## src/rtl/psum_binarizer.sv

```systemverilog
// Binarizes the PE-array psum stream against per-channel thresholds and packs
// the resulting activation bits LSB-first into words for the next layer.
module psum_binarizer #(
  parameter int WIDTH          = 14,
  parameter int O_CH           = 64,
  parameter int OUT_ROW_LENGTH = 4,
  parameter int PACK_W         = 9
) (
  input  logic              clk_in,
  input  logic              rst_in,
  input  logic [WIDTH-1:0]  thr_in,
  input  logic              thr_load_in,
  input  logic [WIDTH-1:0]  psum_in,
  input  logic              psum_valid_in,
  output logic [PACK_W-1:0] act_out,
  output logic              act_valid_out,
  output logic              act_last_out,
  output logic              busy_out,
  output logic              err_out
);

  localparam int CH_W  = (O_CH > 1) ? $clog2(O_CH) : 1;
  localparam int ROW_W = (OUT_ROW_LENGTH > 1) ? $clog2(OUT_ROW_LENGTH) : 1;
  localparam int BIT_W = (PACK_W > 1) ? $clog2(PACK_W) : 1;

  localparam logic [CH_W-1:0]  CH_LAST  = CH_W'(O_CH - 1);
  localparam logic [ROW_W-1:0] ROW_LAST = ROW_W'(OUT_ROW_LENGTH - 1);
  localparam logic [BIT_W-1:0] BIT_LAST = BIT_W'(PACK_W - 1);

  typedef enum logic {IDLE, RUN} state_t;

  state_t                   state_q, state_d;
  logic signed [WIDTH-1:0]  thr_q [O_CH];
  logic signed [WIDTH-1:0]  thr_d [O_CH];
  logic [CH_W-1:0]          ld_ptr_q, ld_ptr_d;
  logic [CH_W-1:0]          ch_q, ch_d;
  logic [ROW_W-1:0]         row_q, row_d;
  logic [BIT_W-1:0]         bit_cnt_q, bit_cnt_d;
  logic [PACK_W-1:0]        sr_q, sr_d;
  logic [PACK_W-1:0]        act_q, act_d;
  logic                     act_valid_q, act_valid_d;
  logic                     act_last_q, act_last_d;
  logic                     err_q, err_d;

  logic                     accept;
  logic                     hit;
  logic                     frame_end;
  logic                     word_full;
  logic [PACK_W-1:0]        word;

  // Folded batch-norm: activation fires when psum reaches the channel threshold.
  function automatic logic thr_hit(input logic signed [WIDTH-1:0] p,
                                   input logic signed [WIDTH-1:0] t);
    return p >= t;
  endfunction

  assign accept    = psum_valid_in && !thr_load_in;
  assign hit       = thr_hit($signed(psum_in), thr_q[ch_q]);
  assign frame_end = (ch_q == CH_LAST) && (row_q == ROW_LAST);
  assign word_full = (bit_cnt_q == BIT_LAST);

  always_comb begin
    state_d     = state_q;
    thr_d       = thr_q;
    ld_ptr_d    = ld_ptr_q;
    ch_d        = ch_q;
    row_d       = row_q;
    bit_cnt_d   = bit_cnt_q;
    sr_d        = sr_q;
    act_d       = act_q;
    act_valid_d = 1'b0;
    act_last_d  = 1'b0;
    err_d       = err_q;
    word        = sr_q;

    // A load races the psum (dropped) or a frame that may read the entry.
    if (thr_load_in) begin
      thr_d[ld_ptr_q] = thr_in;
      ld_ptr_d        = (ld_ptr_q == CH_LAST) ? '0 : ld_ptr_q + 1'b1;
      if (psum_valid_in || (state_q == RUN)) err_d = 1'b1;
    end

    if (accept) begin
      word[bit_cnt_q] = hit;
      if (word_full || frame_end) begin
        act_d       = word;
        act_valid_d = 1'b1;
        act_last_d  = frame_end;
        sr_d        = '0;
        bit_cnt_d   = '0;
      end else begin
        sr_d      = word;
        bit_cnt_d = bit_cnt_q + 1'b1;
      end

      if (row_q == ROW_LAST) begin
        row_d = '0;
        ch_d  = (ch_q == CH_LAST) ? '0 : ch_q + 1'b1;
      end else begin
        row_d = row_q + 1'b1;
      end

      state_d = frame_end ? IDLE : RUN;
    end
  end

  always_ff @(posedge clk_in or negedge rst_in) begin
    if (!rst_in) begin
      state_q     <= IDLE;
      for (int i = 0; i < O_CH; i++) thr_q[i] <= '0;
      ld_ptr_q    <= '0;
      ch_q        <= '0;
      row_q       <= '0;
      bit_cnt_q   <= '0;
      sr_q        <= '0;
      act_q       <= '0;
      act_valid_q <= 1'b0;
      act_last_q  <= 1'b0;
      err_q       <= 1'b0;
    end else begin
      state_q     <= state_d;
      thr_q       <= thr_d;
      ld_ptr_q    <= ld_ptr_d;
      ch_q        <= ch_d;
      row_q       <= row_d;
      bit_cnt_q   <= bit_cnt_d;
      sr_q        <= sr_d;
      act_q       <= act_d;
      act_valid_q <= act_valid_d;
      act_last_q  <= act_last_d;
      err_q       <= err_d;
    end
  end

  assign act_out       = act_q;
  assign act_valid_out = act_valid_q;
  assign act_last_out  = act_last_q;
  assign busy_out      = (state_q == RUN);
  assign err_out       = err_q;

endmodule

```

## config.mk

```make
export PLATFORM = sky130hd
export DESIGN_NAME = psum_binarizer
export DESIGN_NICKNAME = d
export VERILOG_FILES = /design/src/rtl/psum_binarizer.sv
export SDC_FILE = /design/constraint.sdc
export NUM_CORES = 1
export LEC_CHECK = 0
export CAP_MARGIN = 15
export CORE_ASPECT_RATIO = 0.75
export CORE_MARGIN = 5
export CORE_UTILIZATION = 56
export CTS_CLUSTER_SIZE = 30
export DETAILED_ROUTE_END_ITERATION = 8
export MAX_ROUTING_LAYER = met4
export PLACE_DENSITY = 0.75
export SLEW_MARGIN = 5
export SYNTH_ARGS = -nofsm -noshare
export SYNTH_HDL_FRONTEND = slang
export SYNTH_SLANG_ARGS = --single-unit
```

## constraint.sdc

```tcl
create_clock -name clk_in -period 3.9 [get_ports clk_in]
set_input_delay 0.585 -clock clk_in [delete_from_list [all_inputs] [get_ports clk_in]]
set_output_delay 0.585 -clock clk_in [all_outputs]
set_load 0.005 [all_outputs]
```

Word-level counts from Yosys, hierarchy flattened
Index checks and enable logic that the tools add are counted.
- register bits after elaboration: 936
- output and inout bits: 13
- add/subtract/negate cells: 4
- $lt $le $gt $ge: 6
- equal/unequal tests: 4
- multiplexer cells: 19
- bitwise gates (word level): 2
- reductions and logical operators: 10
- operators with widths (operator ; number):
    $bwmux 896 ; 1
    $bmux 14 s6 ; 1
    $demux 14 s6 ; 1
    $mux 14 ; 3
    $ge 14x14->1 ; 1
    $ge 7x7->1 const B ; 2
    $not 6->7 ; 2
    $add 6x1->6 const B ; 2
    $eq 6x6->1 const B ; 2
    $mux 6 ; 2
    $bwmux 9 ; 1
    $mux 9 ; 1
    $lt 7x1->1 const B ; 1
    $mux 1 ; 6
    $reduce_and 2->1 ; 3
    $lt 4x5->1 const B ; 1
    $add 4x1->4 const B ; 1
    $demux 1 s4 ; 1
    $eq 4x4->1 const B ; 1
    $ge 4x1->1 const B ; 1
    $logic_and 1x1->1 ; 4
    $mux 4 ; 1
    $add 2x1->2 const B ; 1
    $eq 2x2->1 const B ; 1
    other kinds (3) ; 4

Longest topological paths before layout
- depth after elaboration: 7
- gate-level depth with buffers: 17

Worst setup path after synthesis
Ideal clock, no wire load.
- path kind: register -> register
- start point: reg ch_q[0]
- end point: reg act_q[8] (netlist: act_out[8])
- arrival: 3560 ps
- data required time: 3765 ps
- slack: 205 ps
- stages on the path, launching flop included: 17
- buffers on the path: 6
- period minus slack after synthesis: 3695 ps
- path through: dfrtp_1 > buf_6 > buf_6 > buf_6 > buf_2 > mux4_2 > a22oi_1 > nand3_1 > o211ai_1 > ha_1 > a211oi_1 > nor2_1 > a311oi_1 > o2111a_1 > clkbuf_1 > clkbuf_1 > o31ai_1
- longest elaborated chain between the ends: 6
- elaborated cells on any way between the ends: 10
- classes of those cells: order compare: 1; eq/ne: 1; mux: 4; bitwise: 1; reduce/logical: 3
- RTL lines (what ; RTL line ; text):
    start, declared ; 36 ; logic [CH_W-1:0] ch_q, ch_d;
    start signal, assigned ; 124 ; ch_q <= ch_d;
    $not 6->7 (not written as such) ; 58 ; assign hit = thr_hit($signed(psum_in), thr_q[ch_q]);
    $bmux 14 s6 ; 58 ;
    $mux 14 (not written as such) (2 in a row) ; 58 ;
    $ge 14x14->1 ; 54 ; return p >= t;
    $bwmux 9 ; 84 ; word[bit_cnt_q] = hit;
    end signal, assigned ; 128 ; act_q <= act_d;
    end, declared ; 40 ; logic [PACK_W-1:0] act_q, act_d;
Several ways; a longest one is shown, not always the timed one. The select of a mux whose other input is x is not followed.
A chain may end at the register's enable or synchronous reset.

Worst setup path in the final report
- start point: reg ch_q[0]
- end point: reg sr_q[4]
- longest elaborated chain between the ends: 7
- elaborated cells on any way between the ends: 10
- classes of those cells: order compare: 1; eq/ne: 1; mux: 5; bitwise: 1; reduce/logical: 2
- RTL lines (what ; RTL line ; text):
    $not 6->7 (not written as such) ; 58 ;
    $bmux 14 s6 ; 58 ;
    $mux 14 (not written as such) (2 in a row) ; 58 ;
    $ge 14x14->1 ; 54 ;
    $bwmux 9 ; 84 ;
    $mux 9 * ; 85 ; if (word_full || frame_end) begin
    end signal, assigned ; 127 ; sr_q <= sr_d;
    end, declared ; 39 ; logic [PACK_W-1:0] sr_q, sr_d;
Mark *: on every way between the ends. The rest lies on a longest branch, timed or not. The select of a mux whose other input is x is not followed.

==> metrics.md <==
| Metric | Value |
|---|---|
| Synth Flop Type | `dfrtp_1` |
| EDFF count, synth | `0` |
| Max_cap viols | `0` |
| Final Skew | `about 0.028 ns` |
| Net count after synthesis | `2874` |
| Ys async rst share | `1.00` |
| F_max | `between 200 and 300 MHz` |
| DR WL/cell | `~29 µm` |
| Die span in x | `between 300 and 400 µm` |
| WP data required | `around 4.4 ns` |
| Top cell type's share of synthesized area | `0.546` |
| WL final | `115 mm` |
| Most frequent cells after synthesis | `dfrtp_1 (936), mux2_2 (909), mux4_2 (213)` |
| Cell Area, Synth | `about 43000 µm²` |
| Initial antenna violation count | `0` |
| Fin. max-slew vios | `0` |
| Port bufs | `between 40 and 50` |
| ANT nets after route | `0` |
| Initial DRT Pass Iterations | `6` |
| Final setup violation count | `0` |
| Die area | `about 82000 µm²` |
| Lkg Pwr | `roughly 22 nW` |
| Initial Utilization | `0.568` |
| CTS tree | `done` |
| GRT overflow | `0` |
| Part of the cycle the worst path needs | `0.992` |
| Share of layout cells above drive strength 1 | `0.528` |
| Place WS | `-0.290 ns` |
| Register area share after synthesis | `0.546` |
| Main area contributors after synthesis | `dfrtp_1 (55%), mux2_2 (24%), mux4_2 (11%)` |
| CP Capture Type | `register` |
| Maximum clock path buffer count | `3` |
| Nets | `just under 3000` |
| Kind of critical path | `reg2reg` |
| Top Ports | `45` |
| Area leader, netlist | `dfrtp_1` |
| Setup ws final | `around 0.031 ns` |
| # fillers | `roughly 5300` |
| Core region area | `75500 µm²` |
| Num CTS Buffers | `90` |
| Hold Path Class | `in2async` |
| Area growth syn-to-layout | `14.3%` |
| Slew @ Worst Pin | `between 1 and 1.5 ns` |
| Most frequent cell after synthesis | `dfrtp_1` |
| GPL Wtd Cong | `between 0.9 and 1` |
| Post-synthesis area per instance | `between 15 and 20 µm²` |
| Yosys warning count | `0` |
| CP Max Fanout | `17` |
| GRT Total Usage | `0.289` |
| Row Count | `87` |
| DR vias/cell | `6.52` |
| Vias in the first global route | `27700` |
| Syn Inst Count | `~2800` |
| Register bit total from synthesis | `between 900 and 1000` |
| Clk root buf | `clkbuf_16` |
| Setup_tns | `0 ns` |
| Remaining DRCs | `0` |
| Worst endpoint data arrival time | `approximately 4.4 ns` |
| First DRT Iteration DRCs | `approximately 2300` |
| Worst-path clk slew | `0.06 ns` |
| Distinct cells, synth | `59` |
| Vias post-DR | `around 26000` |
| Hpwl dp | `roughly 74 mm` |
| Power after layout | `37.6 mW` |
| Final Hold Vio Count | `0` |
| Maximum vdd drop | `between 500 and 600 µV` |
| First-pass GRT wire length | `between 150 and 200 mm` |
| Die Ht | `around 250 µm` |
| Sink Count | `approximately 940` |
| H-tree Lvls | `3` |
| Critical Path Start Type | `register` |
| Clock latency on the worst-skew pair | `0.65 ns` |
| Pwr/cell area | `768 nW/µm²` |
| Status | `completed` |
| Clock period minus worst slack | `between 3 and 4 ns` |
| Pin count of the biggest net entering global routing | `around 140` |
| Slew headroom | `0.241` |
[area by class of cell]
cell class / count / area, µm² / share of cell area
antenna: 2 / 5.00 / 0.000102
clock buffer: 127 / 2690 / 0.0548
clock inverter: 36 / 400 / 0.00817
inverter: 9 / 33.8 / 0.000689
multi-input combinational: 1609 / 18600 / 0.380
sequential: 936 / 23400 / 0.478
tap: 1023 / 1280 / 0.0261
timing repair buffer: 263 / 2580 / 0.0525
[power by group]
part	switching (mW)	leakage, nW	internal, mW	total, mW
Sequential	2.21	12.5	13.6	15.8
Combinational	5.57	8.43	7.17	12.7
Clock	3.76	1.54	5.33	9.09
Total	11.5	22.4	26.1	37.6
[kinds of logic after synthesis]
family | synth area share
muxes | 0.358
DFF | 0.546
buffers and inverters | 0.0279
AOI/OAI and AO/OA | 0.0358
and+or+nand+nor | 0.0254
adders and majority gates | 0.00612
xor gates and xnor gates | 0.00122
[sequential cells by signal, indices dropped and copies added (netlist names), 2 cells and up]
| name | flops |
|---|---|
| act_out | 9 |
| thr_q | 896 |
| ch_q | 6 |
| ld_ptr_q | 6 |
| sr_q | 9 |
| bit_cnt_q | 4 |
| row_q | 2 |
[routing by layer]
metal | global-route usage | vias up | share of wire | wire length (µm)
li1 | - | 10700 | - | -
met1 | 0.413 | 14200 | 0.43 | 49700
met2 | 0.421 | 944 | 0.46 | 52600
met3 | 0.0713 | 215 | 0.083 | 9560
met4 | 0.0755 | 0 | 0.028 | 3270
met5 | - | - | 0 | 0
[timing repair]
action                     CTS  global route
gates resized for setup     14            49
hold buffers                 1             0
gates cloned                 0             4
setup buffers                3            10
setup endpoints to repair   17            17
pin swaps                    0            10
hold endpoints to repair    34             0
[layout by cell type, fill, tap and decap left out, drive strengths merged, types with 21 or more instances in the layout]
| cell type | count |
|---|---|
| o21ai | 23 |
| buf | 229 |
| a21oi | 31 |
| clkinv | 25 |
| dfrtp | 936 |
| nand2 | 70 |
| clkdlybuf4s50 | 29 |
| nand3 | 25 |
| mux4 | 213 |
| clkbuf | 131 |
| mux2i | 31 |
| a22oi | 60 |
| ha | 21 |
| mux2 | 909 |
| nor2 | 54 |
[final timing paths]
check,startpoint,end,slack [ns],cells past startpoint
max,ch_q[0],sr_q[4],0.03,14
min,rst_in,thr_q[580],0.46,2
max reg2reg,ch_q[0],sr_q[4],0.03,14
min reg2reg,sr_q[8],sr_q[8],0.48,1
max in group asynchronous,rst_in,thr_q[156],2.14,4
min in group clk_in,sr_q[8],sr_q[8],0.48,1
[stage by stage]
stage / cells / utilization / hold slack (ns) / cell area, µm²
after global routing: 4003 / 0.649 / 0.492 / 49000
after detailed placement: 3820 / 0.600 / 0.468 / 45300
final: 4005 / 0.649 / 0.465 / 49000
after global placement: 3820 / 0.600 / 0.450 / 45300
after floorplan: 2821 / - / 0.289 / 42900
after CTS: 3987 / 0.642 / 0.461 / 48500
[worst max-delay path, stage by stage, from the launching register on]
cell	delay, ns
dfrtp_4	0.44
buf_8	0.17
buf_16	0.18
buf_4	0.15
mux4_2	0.50
a22oi_1	0.40
nand3_1	0.18
a32oi_1	0.23
ha_1	0.20
nand4_1	0.14
nor2_1	0.15
a311oi_2	0.11
o2111a_2	0.33
buf_12	0.17
o41ai_4	0.36
No activity file was read; power rests on OpenSTA's default activity.
